`src/rtl/wb_router_pkg.sv`:
```
// -----------------------------------------------------------------------------
// wb_router_pkg
// Shared types and constants for the Wishbone slave router.
//   state_t        router FSM encoding (IDLE / ACTIVE / RESP)
//   DEF_SLV_BASE   default flat base map, slice i = base of slave i
//   DEF_SLV_MASK   default flat mask map, slice i = mask of slave i
//   idx_width()    width of a slave index (never below 1)
//   slice_lo()     low bit of slice i in a flat bus of w-bit slices
// -----------------------------------------------------------------------------
package wb_router_pkg;

    typedef enum logic [1:0] {
        IDLE   = 2'd0,
        ACTIVE = 2'd1,
        RESP   = 2'd2
    } state_t;

    localparam int DEF_NUM_SLAVES = 10;
    localparam int DEF_ADDR_W     = 32;

    // Slave 0 SRAM, 1 GPIO, 2 LA, 3+k team project k.
    localparam logic [DEF_NUM_SLAVES*DEF_ADDR_W-1:0] DEF_SLV_BASE = {
        32'h3060_0000, 32'h3050_0000, 32'h3040_0000, 32'h3030_0000,
        32'h3020_0000, 32'h3010_0000, 32'h3000_0000,
        32'h3100_0000, 32'h3200_0000, 32'h3300_0000
    };

    localparam logic [DEF_NUM_SLAVES*DEF_ADDR_W-1:0] DEF_SLV_MASK = {
        {7{32'hFFF0_0000}},
        {3{32'hFFFF_0000}}
    };

    function automatic int idx_width(input int n);
        return (n > 1) ? $clog2(n) : 1;
    endfunction

    function automatic int slice_lo(input int i, input int w);
        return i * w;
    endfunction

endpackage

```
`src/rtl/wb_router_addr_match.sv`:
```
// -----------------------------------------------------------------------------
// wb_addr_match
// Combinational address decoder: compares the address against every slave's
// base/mask window and reports the lowest-index match.
//   adr   in   ADDR_W   address to decode
//   hit   out  1        at least one window matches
//   idx   out  IDX_W    index of the lowest matching slave (0 when no hit)
// -----------------------------------------------------------------------------
module wb_addr_match
    import wb_router_pkg::*;
#(
    parameter int                           NUM_SLAVES = DEF_NUM_SLAVES,
    parameter int                           ADDR_W     = DEF_ADDR_W,
    parameter int                           IDX_W      = idx_width(NUM_SLAVES),
    parameter logic [NUM_SLAVES*ADDR_W-1:0] SLV_BASE   = DEF_SLV_BASE,
    parameter logic [NUM_SLAVES*ADDR_W-1:0] SLV_MASK   = DEF_SLV_MASK
) (
    input  logic [ADDR_W-1:0] adr,
    output logic              hit,
    output logic [IDX_W-1:0]  idx
);

    logic [NUM_SLAVES-1:0] match;

    for (genvar g = 0; g < NUM_SLAVES; g++) begin : g_match
        assign match[g] = ((adr & SLV_MASK[slice_lo(g, ADDR_W) +: ADDR_W])
                           == SLV_BASE[slice_lo(g, ADDR_W) +: ADDR_W]);
    end

    // Scan from the top down so the lowest matching index is written last.
    always_comb begin
        hit = 1'b0;
        idx = '0;
        for (int k = NUM_SLAVES - 1; k >= 0; k--) begin
            if (match[k]) begin
                hit = 1'b1;
                idx = IDX_W'(k);
            end
        end
    end

endmodule

```
`src/rtl/wb_slave_router.sv`:
```
// -----------------------------------------------------------------------------
// wb_slave_router
// Wishbone classic router between the arbitrated manager bus and NUM_SLAVES
// peripherals. Each request is decoded against the base/mask windows, routed
// to the winning slave until it acks, and answered with a registered ack/err.
// Unmapped addresses and slaves silent for TIMEOUT_CYC cycles get an error.
//
// Ports
//   CLK, RST                      clock, synchronous active-high reset
//   m_cyc_i/stb_i/we_i            manager cycle, strobe, write enable
//   m_adr_i/dat_i/sel_i           manager address, write data, byte selects
//   m_ack_o/err_o/dat_o           registered response to manager
//   s_cyc_o/stb_o/we_o            per-slave control (one bit per slave)
//   s_adr_o/dat_o/sel_o           flat per-slave buses, slice i to slave i
//   s_ack_i, s_dat_i              per-slave ack and flat read data
//   timeout_o                     pulses with m_err_o on a slave timeout
//
// state  | meaning
// -------+--------------------------------------------------------------
// IDLE   | no transfer; waiting for cyc & stb, slave outputs quiet
// ACTIVE | selected slave driven from the manager, waiting for its ack
// RESP   | one-cycle ack or err presented to the manager
// -----------------------------------------------------------------------------
module wb_slave_router
    import wb_router_pkg::*;
#(
    parameter int                           NUM_SLAVES  = DEF_NUM_SLAVES,
    parameter int                           ADDR_W      = DEF_ADDR_W,
    parameter int                           DATA_W      = 32,
    parameter int                           SEL_W       = DATA_W / 8,
    parameter int                           TIMEOUT_CYC = 255,
    parameter logic [NUM_SLAVES*ADDR_W-1:0] SLV_BASE    = DEF_SLV_BASE,
    parameter logic [NUM_SLAVES*ADDR_W-1:0] SLV_MASK    = DEF_SLV_MASK
) (
    input  logic                         CLK,
    input  logic                         RST,
    input  logic                         m_cyc_i,
    input  logic                         m_stb_i,
    input  logic                         m_we_i,
    input  logic [ADDR_W-1:0]            m_adr_i,
    input  logic [DATA_W-1:0]            m_dat_i,
    input  logic [SEL_W-1:0]             m_sel_i,
    output logic                         m_ack_o,
    output logic                         m_err_o,
    output logic [DATA_W-1:0]            m_dat_o,
    output logic [NUM_SLAVES-1:0]        s_cyc_o,
    output logic [NUM_SLAVES-1:0]        s_stb_o,
    output logic [NUM_SLAVES-1:0]        s_we_o,
    output logic [NUM_SLAVES*ADDR_W-1:0] s_adr_o,
    output logic [NUM_SLAVES*DATA_W-1:0] s_dat_o,
    output logic [NUM_SLAVES*SEL_W-1:0]  s_sel_o,
    input  logic [NUM_SLAVES-1:0]        s_ack_i,
    input  logic [NUM_SLAVES*DATA_W-1:0] s_dat_i,
    output logic                         timeout_o
);

    localparam int IDX_W = idx_width(NUM_SLAVES);
    localparam int CNT_W = $clog2(TIMEOUT_CYC + 1);

    // The counter holds the number of ACTIVE cycles already completed, so the
    // cycle in which it equals CNT_LAST is the TIMEOUT_CYC-th ACTIVE cycle.
    localparam logic [CNT_W-1:0] CNT_LAST = CNT_W'(TIMEOUT_CYC - 1);
    localparam logic [CNT_W-1:0] CNT_MAX  = CNT_W'(TIMEOUT_CYC);

    state_t              state;
    state_t              state_next;
    logic [IDX_W-1:0]    sel_idx;
    logic [CNT_W-1:0]    cnt;
    logic                ack_q;
    logic                err_q;
    logic                tmo_q;
    logic [DATA_W-1:0]   rdat_q;

    logic                dec_hit;
    logic [IDX_W-1:0]    dec_idx;
    logic [NUM_SLAVES-1:0] sel_onehot;
    logic [NUM_SLAVES-1:0] live;
    logic                sel_ack;
    logic [DATA_W-1:0]   sel_rdat;
    logic                active;
    logic                load_sel;
    logic                go_ack;
    logic                go_err;
    logic                go_tmo;

    wb_addr_match #(
        .NUM_SLAVES (NUM_SLAVES),
        .ADDR_W     (ADDR_W),
        .IDX_W      (IDX_W),
        .SLV_BASE   (SLV_BASE),
        .SLV_MASK   (SLV_MASK)
    ) u_addr_match (
        .adr (m_adr_i),
        .hit (dec_hit),
        .idx (dec_idx)
    );

    assign active = (state == ACTIVE);

    // Fan-out: only the latched slave sees the manager, and only in ACTIVE.
    for (genvar g = 0; g < NUM_SLAVES; g++) begin : g_fan
        assign sel_onehot[g] = (sel_idx == IDX_W'(g));
        assign live[g]       = active & sel_onehot[g];
        assign s_cyc_o[g]    = live[g] & m_cyc_i;
        assign s_stb_o[g]    = live[g] & m_stb_i;
        assign s_we_o[g]     = live[g] & m_we_i;
        assign s_adr_o[slice_lo(g, ADDR_W) +: ADDR_W] = live[g] ? m_adr_i : '0;
        assign s_dat_o[slice_lo(g, DATA_W) +: DATA_W] = live[g] ? m_dat_i : '0;
        assign s_sel_o[slice_lo(g, SEL_W)  +: SEL_W]  = live[g] ? m_sel_i : '0;
    end

    // Acks from slaves other than the latched one never reach the FSM.
    assign sel_ack = |(s_ack_i & sel_onehot);

    always_comb begin
        sel_rdat = '0;
        for (int k = 0; k < NUM_SLAVES; k++) begin
            if (sel_onehot[k]) begin
                sel_rdat = s_dat_i[k*DATA_W +: DATA_W];
            end
        end
    end

    always_ff @(posedge CLK) begin
        if (RST) begin
            state <= IDLE;
        end else begin
            state <= state_next;
        end
    end

    always_comb begin
        state_next = state;
        load_sel   = 1'b0;
        go_ack     = 1'b0;
        go_err     = 1'b0;
        go_tmo     = 1'b0;
        case (state)
            IDLE: begin
                if (m_cyc_i && m_stb_i) begin
                    if (dec_hit) begin
                        load_sel   = 1'b1;
                        state_next = ACTIVE;
                    end else begin
                        go_err     = 1'b1;
                        state_next = RESP;
                    end
                end
            end
            ACTIVE: begin
                // Abort beats everything; an ack in the final cycle beats timeout.
                if (!m_cyc_i) begin
                    state_next = IDLE;
                end else if (sel_ack) begin
                    go_ack     = 1'b1;
                    state_next = RESP;
                end else if (cnt == CNT_LAST) begin
                    go_err     = 1'b1;
                    go_tmo     = 1'b1;
                    state_next = RESP;
                end
            end
            RESP: begin
                state_next = IDLE;
            end
            default: begin
                state_next = IDLE;
            end
        endcase
    end

    always_ff @(posedge CLK) begin
        if (RST) begin
            sel_idx <= '0;
            cnt     <= '0;
            ack_q   <= 1'b0;
            err_q   <= 1'b0;
            tmo_q   <= 1'b0;
            rdat_q  <= '0;
        end else begin
            if (load_sel) begin
                sel_idx <= dec_idx;
                cnt     <= '0;
            end else if (active && (cnt != CNT_MAX)) begin
                cnt <= cnt + CNT_W'(1);
            end
            // Response flags live for exactly the RESP cycle.
            ack_q  <= go_ack;
            err_q  <= go_err;
            tmo_q  <= go_tmo;
            rdat_q <= (go_ack && !m_we_i) ? sel_rdat : '0;
        end
    end

    assign m_ack_o   = ack_q;
    assign m_err_o   = err_q;
    assign m_dat_o   = rdat_q;
    assign timeout_o = tmo_q;

endmodule

```
`config.mk`:
```
export PLATFORM = sky130hd
export DESIGN_NAME = wb_slave_router
export DESIGN_NICKNAME = d
export VERILOG_FILES = /design/src/rtl/wb_router_pkg.sv /design/src/rtl/wb_router_addr_match.sv /design/src/rtl/wb_slave_router.sv
export SDC_FILE = /design/constraint.sdc
export NUM_CORES = 1
export LEC_CHECK = 0
export ABC_AREA = 1
export BUFFER_PORTS_ARGS = -buffer_cell sky130_fd_sc_hd__buf_2
export CAP_MARGIN = 40
export CORE_AREA = 3 3 441 443
export CTS_CLUSTER_DIAMETER = 150
export DETAILED_ROUTE_END_ITERATION = 7
export DIE_AREA = 0 0 444 446
export PLACE_DENSITY = 0.3
export SYNTH_ARGS = -nofsm -noshare
export SYNTH_HDL_FRONTEND = slang
export SYNTH_HIERARCHICAL = 1
export SYNTH_SLANG_ARGS = --single-unit
export TNS_END_PERCENT = 20
```
`constraint.sdc`:
```
create_clock -name CLK -period 1.98 [get_ports CLK]
set_clock_uncertainty 0.1 [all_clocks]
set_input_delay 0.099 -clock CLK [delete_from_list [all_inputs] [get_ports CLK]]
set_output_delay 0.099 -clock CLK [all_outputs]
set_load 0.03 [all_outputs]
```
==> out/metrics.yaml, run 1 <==
logic_synthesis:
  synth-seq-area-share_pct: 12.0
  synthesis.area_sq_mm: 0.00817
  syn_inst: 1796
  synthArstFlopShare_pct: 0
  yosysUniqueCellTypes: 27
  ys_dominant_reg_cell: "dfxtp_1"
  syn_area_per_cell_sq_um: 4.55
  synth_nets: 2201
  ys_seq_elements: 49
  yosysWarnings: 6
  synth_edf_count: 0
global_routing:
  grt_pass1_wl_um: 147000
  globalRouteOverflowTotal: 0
  grt_pass1_vias: 17200
  grt_usage_pct: 10.9
  grt_max_degree: 54
  antenna_found_initial: 69
sta:
  final_hold_viol_count: 0
  fmax_mhz: 446
  setup_ws_ns: -0.262
  rsz0062_at_grt: "yes"
  fin_crit_ns: 2.24
  relSlewSlack_pct: 36.1
  fin_crit_sh_pct: 113
  setup_viol: 726
  worst_pin_slew_ns: 0.953
  finalMaxSlewViolations: 0
  finalSetupTns_ns: -98.75
die:
  row_count: 160
  die_y_um: 446
  start_util_pct: 4.29
  ios: 1148
  die_area_sq_mm: 0.198
  core_sq_mm: 0.190
  die_w_um: 444
cells_and_area:
  drive_above_1_share_pct: 51.2
  fin_nets: 3562
  syn_to_final_growth_pct: 186
  fin_area_sq_mm: 0.0234
  nFillCells: 22300
worst_setup_path:
  r2r_end: "m_dat_o[15]"
  critical_path_class: "register to output pin"
  crit_required_ns: 1.78
  crit_path_max_fanout: 41
  reg2reg_depth: 14
  cp-end-kind: "output pin"
  setup.worst_path.start_class: "register"
  rr_startpoint: "sel_idx[1]"
  rrSetupSlack_ns: -0.14
  cp.arrival_ns: 2.04
hold_path:
  whs_endpoint: "m_dat_o[10]"
  hold_path_startpoint: "s_dat_i[202]"
  min_path_type: "input pin to register"
  whs_path_depth: 5
drt:
  antenna_left: 0
  drc: 0
  vias: 17500
  viasPerCell: 3.07
  first_pass_iters: 5
  initialDrtViolationCount: 1109
  wl_per_cell_um: 20.7
  routed_wirelength_um: 118000
status:
  violations: "setup timing"
  status: "finished with violations"
clocking:
  numCtsBuffers: 5
  cts-root-buf: "clkbuf_16"
  cts.sinks: 49
  cts_tree: "yes"
  clk_latency_ns: 0.38
  htree_levels: 2
  clk_path_buf_depth: 2
  path_clk_slew_ns: 0.13
power_and_ir_drop:
  peakVddDrop_uv: 333
  p_leak_uw: 0.0123
  total_power_uw: 3640
  p_per_area_mw_per_mm2: 156
placement:
  numPortBuffers: 1147
  dp_hpwl_um: 94600
  gp_congestion: 0.807
  placed_area_sq_mm: 0.0186
flow_run:
  drv_cap: 0
cell usage after synthesis (5+ instances only):
cell type  count  share of area [%]
nor2_1       856                 39
nand2_1      269                 12
inv_1        128                5.9
nand3_1      125                7.7
clkbuf_1      97                4.5
clkinv_1      70                3.2
dfxtp_1       49                 12
a21oi_1       45                2.8
nand4_1       37                2.8
a31oi_1       32                2.5
buf_2         19                1.2
nor2_2        17                1.3
inv_2          7               0.32
o21ai_0        7               0.43
nor3_1         6               0.37
nand2_2        5               0.38
cell usage in the layout (no fill, tap or decap), types with 7 or more instances in the layout:
cell,synthesis,layout
a21oi_1,45,45
a31oi_1,32,32
buf_12,0,56
buf_16,0,15
buf_2,19,859
buf_4,3,234
buf_6,3,182
clkbuf_16,0,11
clkbuf_4,0,12
clkinv_1,70,70
dfxtp_1,49,44
diode_2,0,22
dlygate4sd3_1,0,112
inv_1,128,125
inv_2,7,8
nand2_1,269,261
nand3_1,125,119
nand4_1,37,37
nor2_1,856,677
nor2_2,17,59
nor2_4,4,141
o21ai_0,7,7
report_power, final:
| part | switching, uW | internal [uW] | leakage (uW) |
|---|---|---|---|
| clock network | 696 | 495 | 0.0000765 |
| registers | 1.77 | 983 | 0.000398 |
| logic | 874 | 587 | 0.0118 |
registers in the layout, summed over array words and instances, names as in the netlist:
name,cells
m_ack_o,1
m_dat_o,32
sel_idx,4
timeout_o,1
state,2
m_err_o,1
cnt,8
through the flow:
step	setup slack [ns]	hold slack, ns	util, %	instances
floorplan	0.0650	0.167	-	1796
global placement	-0.422	0.310	9.77	5500
detailed placement	-0.364	0.316	9.77	5500
CTS	-0.385	0.000379	11.3	5651
global route	-0.328	0.0134	12.3	5689
finish	-0.262	0.0223	12.3	5691
final cells by class:
class                           count  area, sq um  area share (%)
Timing Repair Buffer             1479        11000            47.3
Multi-Input combinational cell   1417         7200            30.8
Tap cell                         2511         3140            13.4
Sequential cell                    49          995            4.26
Inverter                          205          779            3.33
Clock buffer                        5          125           0.535
Antenna cell                       22         55.1           0.236
Clock inverter                      3         28.8           0.123
critical path, cell delays in order (launching register included):
cell and delay [ns]:
dfxtp_4 0.39, buf_6 0.13, nor3_4 0.24, buf_12 0.14, nand2_4 0.05, buf_12 0.16, nor2_1 0.19, buf_4 0.19
cell families after synthesis:
| family | after synthesis | synth area share [%] |
|---|---|---|
| adder cells (fa/ha/maj) | 2 | 0.306 |
| XOR/XNOR | 3 | 0.322 |
| AND/OR/NAND/NOR | 1328 | 65.8 |
| flip-flops | 49 | 12.0 |
| AO/OA/AOI/OAI | 84 | 5.64 |
| buffers and inverters | 330 | 15.9 |
how the worst max path moves through the flow:
stage	startpoint	to	slack (ns)	cells past startpoint
6_report	sel_idx[2]	s_dat_o[99]	-0.26	7
5_1_grt	sel_idx[1]	s_adr_o[58]	-0.33	9
4_1_cts	sel_idx[1]	s_dat_o[32]	-0.38	9
3_5_place_dp	m_adr_i[31]	sel_idx[0]	-0.36	14
3_3_place_gp	m_adr_i[31]	sel_idx[2]	-0.42	14
2_1_floorplan	sel_idx[0]	s_adr_o[47]	0.07	6
repair_timing:
action                     4_1_cts  5_1_grt
pin swaps                       11       15
setup endpoints to repair      727      751
gates cloned                     8        8
resized for setup              426      503
setup buffers                   24       15
hold buffers                   112        0
hold endpoints to repair        36        0
metal layers:
metal / share of wire (%) / vias to the layer above / global-route usage [%] / wire length, um
met5: 0.13 / - / 0 / 151
met2: 54 / 892 / 21.3 / 64300
met4: 3.0 / 22 / 3.15 / 3600
met3: 5.3 / 183 / 1.82 / 6310
met1: 37 / 8162 / 11.8 / 43700
li1: - / 8209 / - / -
No activity file was read; power rests on OpenSTA's default activity.
==> inputs of run 2 (changes only) <==
- REMOVE_ABC_BUFFERS: default -> 1
==> run 2 against run 1 <==
Against the previous run:
- the run still ends with setup timing left
- via count is 0.32% higher
- global-route usage down 0.45 points
- combinational power decreased by 5%
- clock power shrank 4%
- hold slack improved by 0.0077 ns
- final cell count fell by 0.11%
- sequential share of layout area about the same
- setup slack lost 0.065 ns
- largest cell class unchanged
==> out/metrics.yaml, run 2 (synthesis gave the netlist of run 1 again) <==
status:
  status: "finished with violations"
  violations: "setup timing"
sta:
  fmax_mhz: 433
  rsz0062_at_grt: "yes"
  fin_crit_sh_pct: 117
  setup_ws_ns: -0.327
  fin_crit_ns: 2.31
  worst_pin_slew_ns: 0.850
  finalMaxSlewViolations: 0
  relSlewSlack_pct: 43.0
  setup_viol: 743
  finalSetupTns_ns: -126.61
  final_hold_viol_count: 0
  holdWs_ns: 0.0300
worst_setup_path:
  worstSetupPathDepth: 8
  worstPathCellList: "buf_6, nand2_1, nor2_4, buf_6, nand2_4, buf_12, nor2_1, clkbuf_4"
  r2r_end: "m_dat_o[24]"
  path_delay_family: "buffers and inverters"
  critical_path_class: "register to output pin"
  slowest_stage: "dfxtp_2"
  max_stage_delay_ns: 0.35
  cp-end-kind: "output pin"
  crit_required_ns: 1.78
  cpMostUsedCell: "buf_6"
  rr_startpoint: "sel_idx[3]"
  reg2reg_depth: 13
  setup.worst_path.start_class: "register"
  crit_path_max_fanout: 55
  cp.arrival_ns: 2.11
  crit_path_end: "s_dat_o[230]"
  rrSetupSlack_ns: -0.14
  startpoint: "sel_idx[0]"
  crit_buf_inv: 4
hold_path:
  min_path_type: "input pin to register"
placement:
  gp_congestion: 0.842
  dp_hpwl_um: 89300
  numPortBuffers: 1147
  placed_area_sq_mm: 0.0185
power_and_ir_drop:
  peakVddDrop_uv: 339
  total_power_uw: 3510
  p_per_area_mw_per_mm2: 150
  p_leak_uw: 0.0123
clocking:
  cts.sinks: 49
  numCtsBuffers: 5
  path_clk_slew_ns: 0.09
  cts_tree: "yes"
  clk_path_buf_depth: 2
  clk_latency_ns: 0.35
  cts-root-buf: "clkbuf_16"
  htree_levels: 2
cells_and_area:
  final_common_cell: "buf_2"
  nFillCells: 22300
  fin_nets: 3574
  fin_area_sq_mm: 0.0235
  syn_to_final_growth_pct: 187
  fin_util_pct: 12.3
  largest_reg_flops: 32
  drive_above_1_share_pct: 52.2
  most-common-layout-cells: "873 x buf_2, 649 x nor2_1, 261 x nand2_1, 224 x buf_4, 175 x buf_6"
drt:
  vias: 17500
  wl_per_cell_um: 20.5
  viasPerCell: 3.08
  routed_wirelength_um: 116000
  initialDrtViolationCount: 969
  antenna_left: 0
  first_pass_iters: 5
  drc: 0
global_routing:
  grt_max_degree: 57
  grt_usage_pct: 10.4
  globalRouteOverflowTotal: 0
  grt_pass1_wl_um: 144000
  grt_pass1_vias: 17200
  antenna_found_initial: 44
die:
  start_util_pct: 4.29
  core_sq_mm: 0.190
  row_count: 160
  ios: 1148
  die_w_um: 444
  die_area_sq_mm: 0.198
  die_y_um: 446
flow_run:
  drv_cap: 0
-- run 2: cell count changes in the layout (fill, tap and decap cells not counted), moves of 10 or more --
cell	before	now
buf_2	859	873
diode_2	22	4
nor2_1	677	649
nor2_2	59	94
buf_4	234	224
clkbuf_4	12	25
-- run 2: routing by layer --
metal,wire [um],track usage (%)
met1,43800,11.4
met2,63800,21.0
met5,34,0
met3,5310,1.10
met4,3350,2.39
-- run 2: where the power goes --
part | internal, uW | switching (uW)
Combinational | 561 | 825
Clock | 485 | 658
Sequential | 983 | 1.63
Total | 2030 | 1490
-- run 2: metrics by stage --
step	cells	setup slack, ns
after global routing	5683	-0.397
after detailed placement	5495	-0.520
after CTS	5653	-0.315
final	5685	-0.327
after floorplan	1671	-3.57
after global placement	5495	-0.503
-- run 2: area by class of cell --
| cell class | count | area [sq um] | share of cell area (%) |
|---|---|---|---|
| Timing Repair Buffer | 1491 | 11100 | 47.5 |
| Multi-Input combinational cell | 1417 | 7230 | 30.8 |
| Tap cell | 2511 | 3140 | 13.4 |
| Sequential cell | 49 | 993 | 4.24 |
| Inverter | 205 | 782 | 3.33 |
| Clock buffer | 5 | 125 | 0.534 |
| Clock inverter | 3 | 25.0 | 0.107 |
| Antenna cell | 4 | 10.0 | 0.0427 |
-- run 2: worst reg2reg max path, stage by stage, from the launching register on --
cell	delay [ns]
dfxtp_4	0.37
nor2_4	0.20
buf_4	0.15
buf_4	0.14
buf_8	0.14
nand3_1	0.08
nand3_1	0.09
nor2_2	0.07
nand2_2	0.10
nand3_4	0.10
buf_12	0.20
nor2_1	0.22
nand2_1	0.07
inv_1	0.05
-- run 2: worst min-delay path by stage --
stage,startpoint,to,slack [ns],cells past startpoint
floorplan,RST,m_err_o,0.07,1
global placement,s_dat_i[207],m_dat_o[15],0.32,5
detailed placement,s_dat_i[220],m_dat_o[28],0.31,5
CTS,s_dat_i[182],m_dat_o[22],0.0004,7
global route,s_dat_i[278],m_dat_o[22],0.05,5
finish,s_dat_i[293],m_dat_o[5],0.03,5
-- run 2: what timing repair did --
item,in CTS,in global routing
gates cloned,12,14
hold endpoints to repair,36,0
resized for setup,484,422
pin swaps,16,18
buffers inserted,28,17
setup endpoints to repair,752,757
hold buffers,110,0
==> inputs of run 3 (changes only) <==
==> constraint.sdc (replaced) <==
create_clock -name CLK -period 1.98 [get_ports CLK]
set_clock_uncertainty 0.1 [all_clocks]
set_input_delay 0.198 -clock CLK [delete_from_list [all_inputs] [get_ports CLK]]
set_output_delay 0.198 -clock CLK [all_outputs]
set_load 0.03 [all_outputs]
==> run 3 against run 2 <==
Against the previous run:
- the run still ends with setup timing left
- sequential share of layout area is 0.52 points higher
- routed wire length decreased by 5.5%
- hold slack gained 0.026 ns
- via count is 3.7% lower
- flip-flop and latch count unchanged
- die area stayed put
- critical endpoint is now s_dat_o[153]
- cell area down 11%
- first-iteration DRC count grew 9.1%
- maximum frequency down 0.67%
- setup slack worse by 0.016 ns
==> out/metrics.yaml, run 3 (synthesis gave the netlist of run 1 again) <==
cells_and_area:
  fin_nets: 3439
  syn_to_final_growth_pct: 156
  largest_reg_flops: 32
  seq_area_sq_um: 995
  nFillCells: 22600
  fin_area_sq_mm: 0.0209
  drive_above_1_share_pct: 50.5
  most-common-layout-cells: "827 x buf_2, 749 x nor2_1, 367 x buf_4, 260 x nand2_1, 126 x inv_1"
  multi_input_area_sq_mm: 0.00652
  final_common_cell: "buf_2"
  fin_util_pct: 11.0
die:
  ios: 1148
  die_y_um: 446
  core_sq_mm: 0.190
  start_util_pct: 4.29
  die_area_sq_mm: 0.198
  row_count: 160
  die_w_um: 444
placement:
  dp_hpwl_um: 88500
  numPortBuffers: 1147
  placed_area_sq_mm: 0.0184
  gp_congestion: 0.838
power_and_ir_drop:
  seqPwrFrac_pct: 30.9
  power.switching_uw: 1310
  p_per_area_mw_per_mm2: 153
  switching_share_pct: 41.1
  clockPowerShare_pct: 33.8
  intPower_uw: 1880
  power_frac_comb_pct: 35.3
  p_leak_uw: 0.0116
  peakVddDrop_uv: 302
global_routing:
  antenna_found_initial: 40
  globalRouteOverflowTotal: 0
  grt_max_degree: 60
  grt_pass1_vias: 16300
  grt_pass1_wl_um: 136000
  grt_usage_pct: 9.93
worst_setup_path:
  crit_required_ns: 1.68
  setup.worst_path.start_class: "register"
  crit_path_max_fanout: 31
  cp-end-kind: "output pin"
  cp.arrival_ns: 2.02
  critical_path_class: "register to output pin"
sta:
  finalMaxSlewViolations: 0
  fin_crit_ns: 2.32
  setup_ws_ns: -0.343
  final_hold_viol_count: 0
  relSlewSlack_pct: 58.9
  rsz0062_at_grt: "yes"
  finalSetupTns_ns: -130.95
  fin_crit_sh_pct: 117
  setup_viol: 742
  fmax_mhz: 431
  holdWs_ns: 0.0563
  worst_pin_slew_ns: 0.613
clocking:
  clk_latency_ns: 0.34
  cts_tree: "yes"
  htree_levels: 2
  cts.sinks: 49
  cts-root-buf: "clkbuf_16"
  path_clk_slew_ns: 0.09
  numCtsBuffers: 5
  clk_path_buf_depth: 2
drt:
  first_pass_iters: 5
  antenna_left: 0
  routed_wirelength_um: 110000
  vias: 16900
  wl_per_cell_um: 19.8
  initialDrtViolationCount: 1057
  viasPerCell: 3.04
  drc: 0
flow_run:
  drv_cap: 0
hold_path:
  min_path_type: "input pin to register"
status:
  status: "finished with violations"
  violations: "setup timing"
-- run 3: path summary, 6_finish.rpt --
kind / cells past startpoint / startpoint / endpoint / slack, ns
max: 9 / sel_idx[1] / s_dat_o[153] / -0.34
min: 5 / s_dat_i[222] / m_dat_o[30] / 0.06
max reg2reg: 14 / sel_idx[1] / m_dat_o[4] / -0.14
min reg2reg: 2 / cnt[5] / cnt[5] / 0.38
-- run 3: area by class of cell --
cell class | count | share of cell area, %
Tap cell | 2511 | 15.0
Antenna cell | 8 | 0.0957
Clock buffer | 5 | 0.598
Clock inverter | 3 | 0.120
Multi-Input combinational cell | 1417 | 31.2
Sequential cell | 49 | 4.76
Inverter | 205 | 3.69
Timing Repair Buffer | 1356 | 44.5
-- run 3: per-stage QoR --
stage	total power [uW]	cells	setup WS, ns
6_report	3190	5554	-0.343
5_1_grt	3430	5550	-0.371
4_1_cts	3310	5526	-0.303
3_5_place_dp	2120	5496	-0.300
3_3_place_gp	2130	5496	-0.306
2_1_floorplan	1330	1671	-3.67
-- run 3: critical path, stage by stage (launching register included) --
cell	delay, ns
dfxtp_4	0.38
inv_2	0.07
buf_4	0.13
nand2_2	0.07
nor2_4	0.18
buf_12	0.13
nand2_4	0.06
buf_12	0.16
nor2_2	0.22
buf_6	0.16
-- run 3: per-layer routing --
metal	vias to the layer above	part of all wire, %	GRT usage [%]
li1	7915	-	-
met1	7971	38	10.8
met2	823	56	20.2
met3	162	3.9	0.926
met4	4	2.7	2.51
met5	-	0.019	0
-- run 3: power by group through the flow --
| stage | Clock (uW) | Combinational [uW] | Sequential, uW |
|---|---|---|---|
| 2_1_floorplan | 0 | 314 | 1010 |
| 3_5_place_dp | 0 | 1110 | 1010 |
| 5_1_grt | 1210 | 1230 | 985 |
| 6_report | 1080 | 1130 | 984 |
| 4_1_cts | 1210 | 1120 | 984 |
| 3_3_place_gp | 0 | 1110 | 1010 |
-- run 3: repair_timing --
action                     CTS  global route
setup endpoints to repair  744           750
pin swaps                    8            11
buffers inserted            17            12
hold buffers                 0             0
resized for setup          260           415
cloned                       5             8
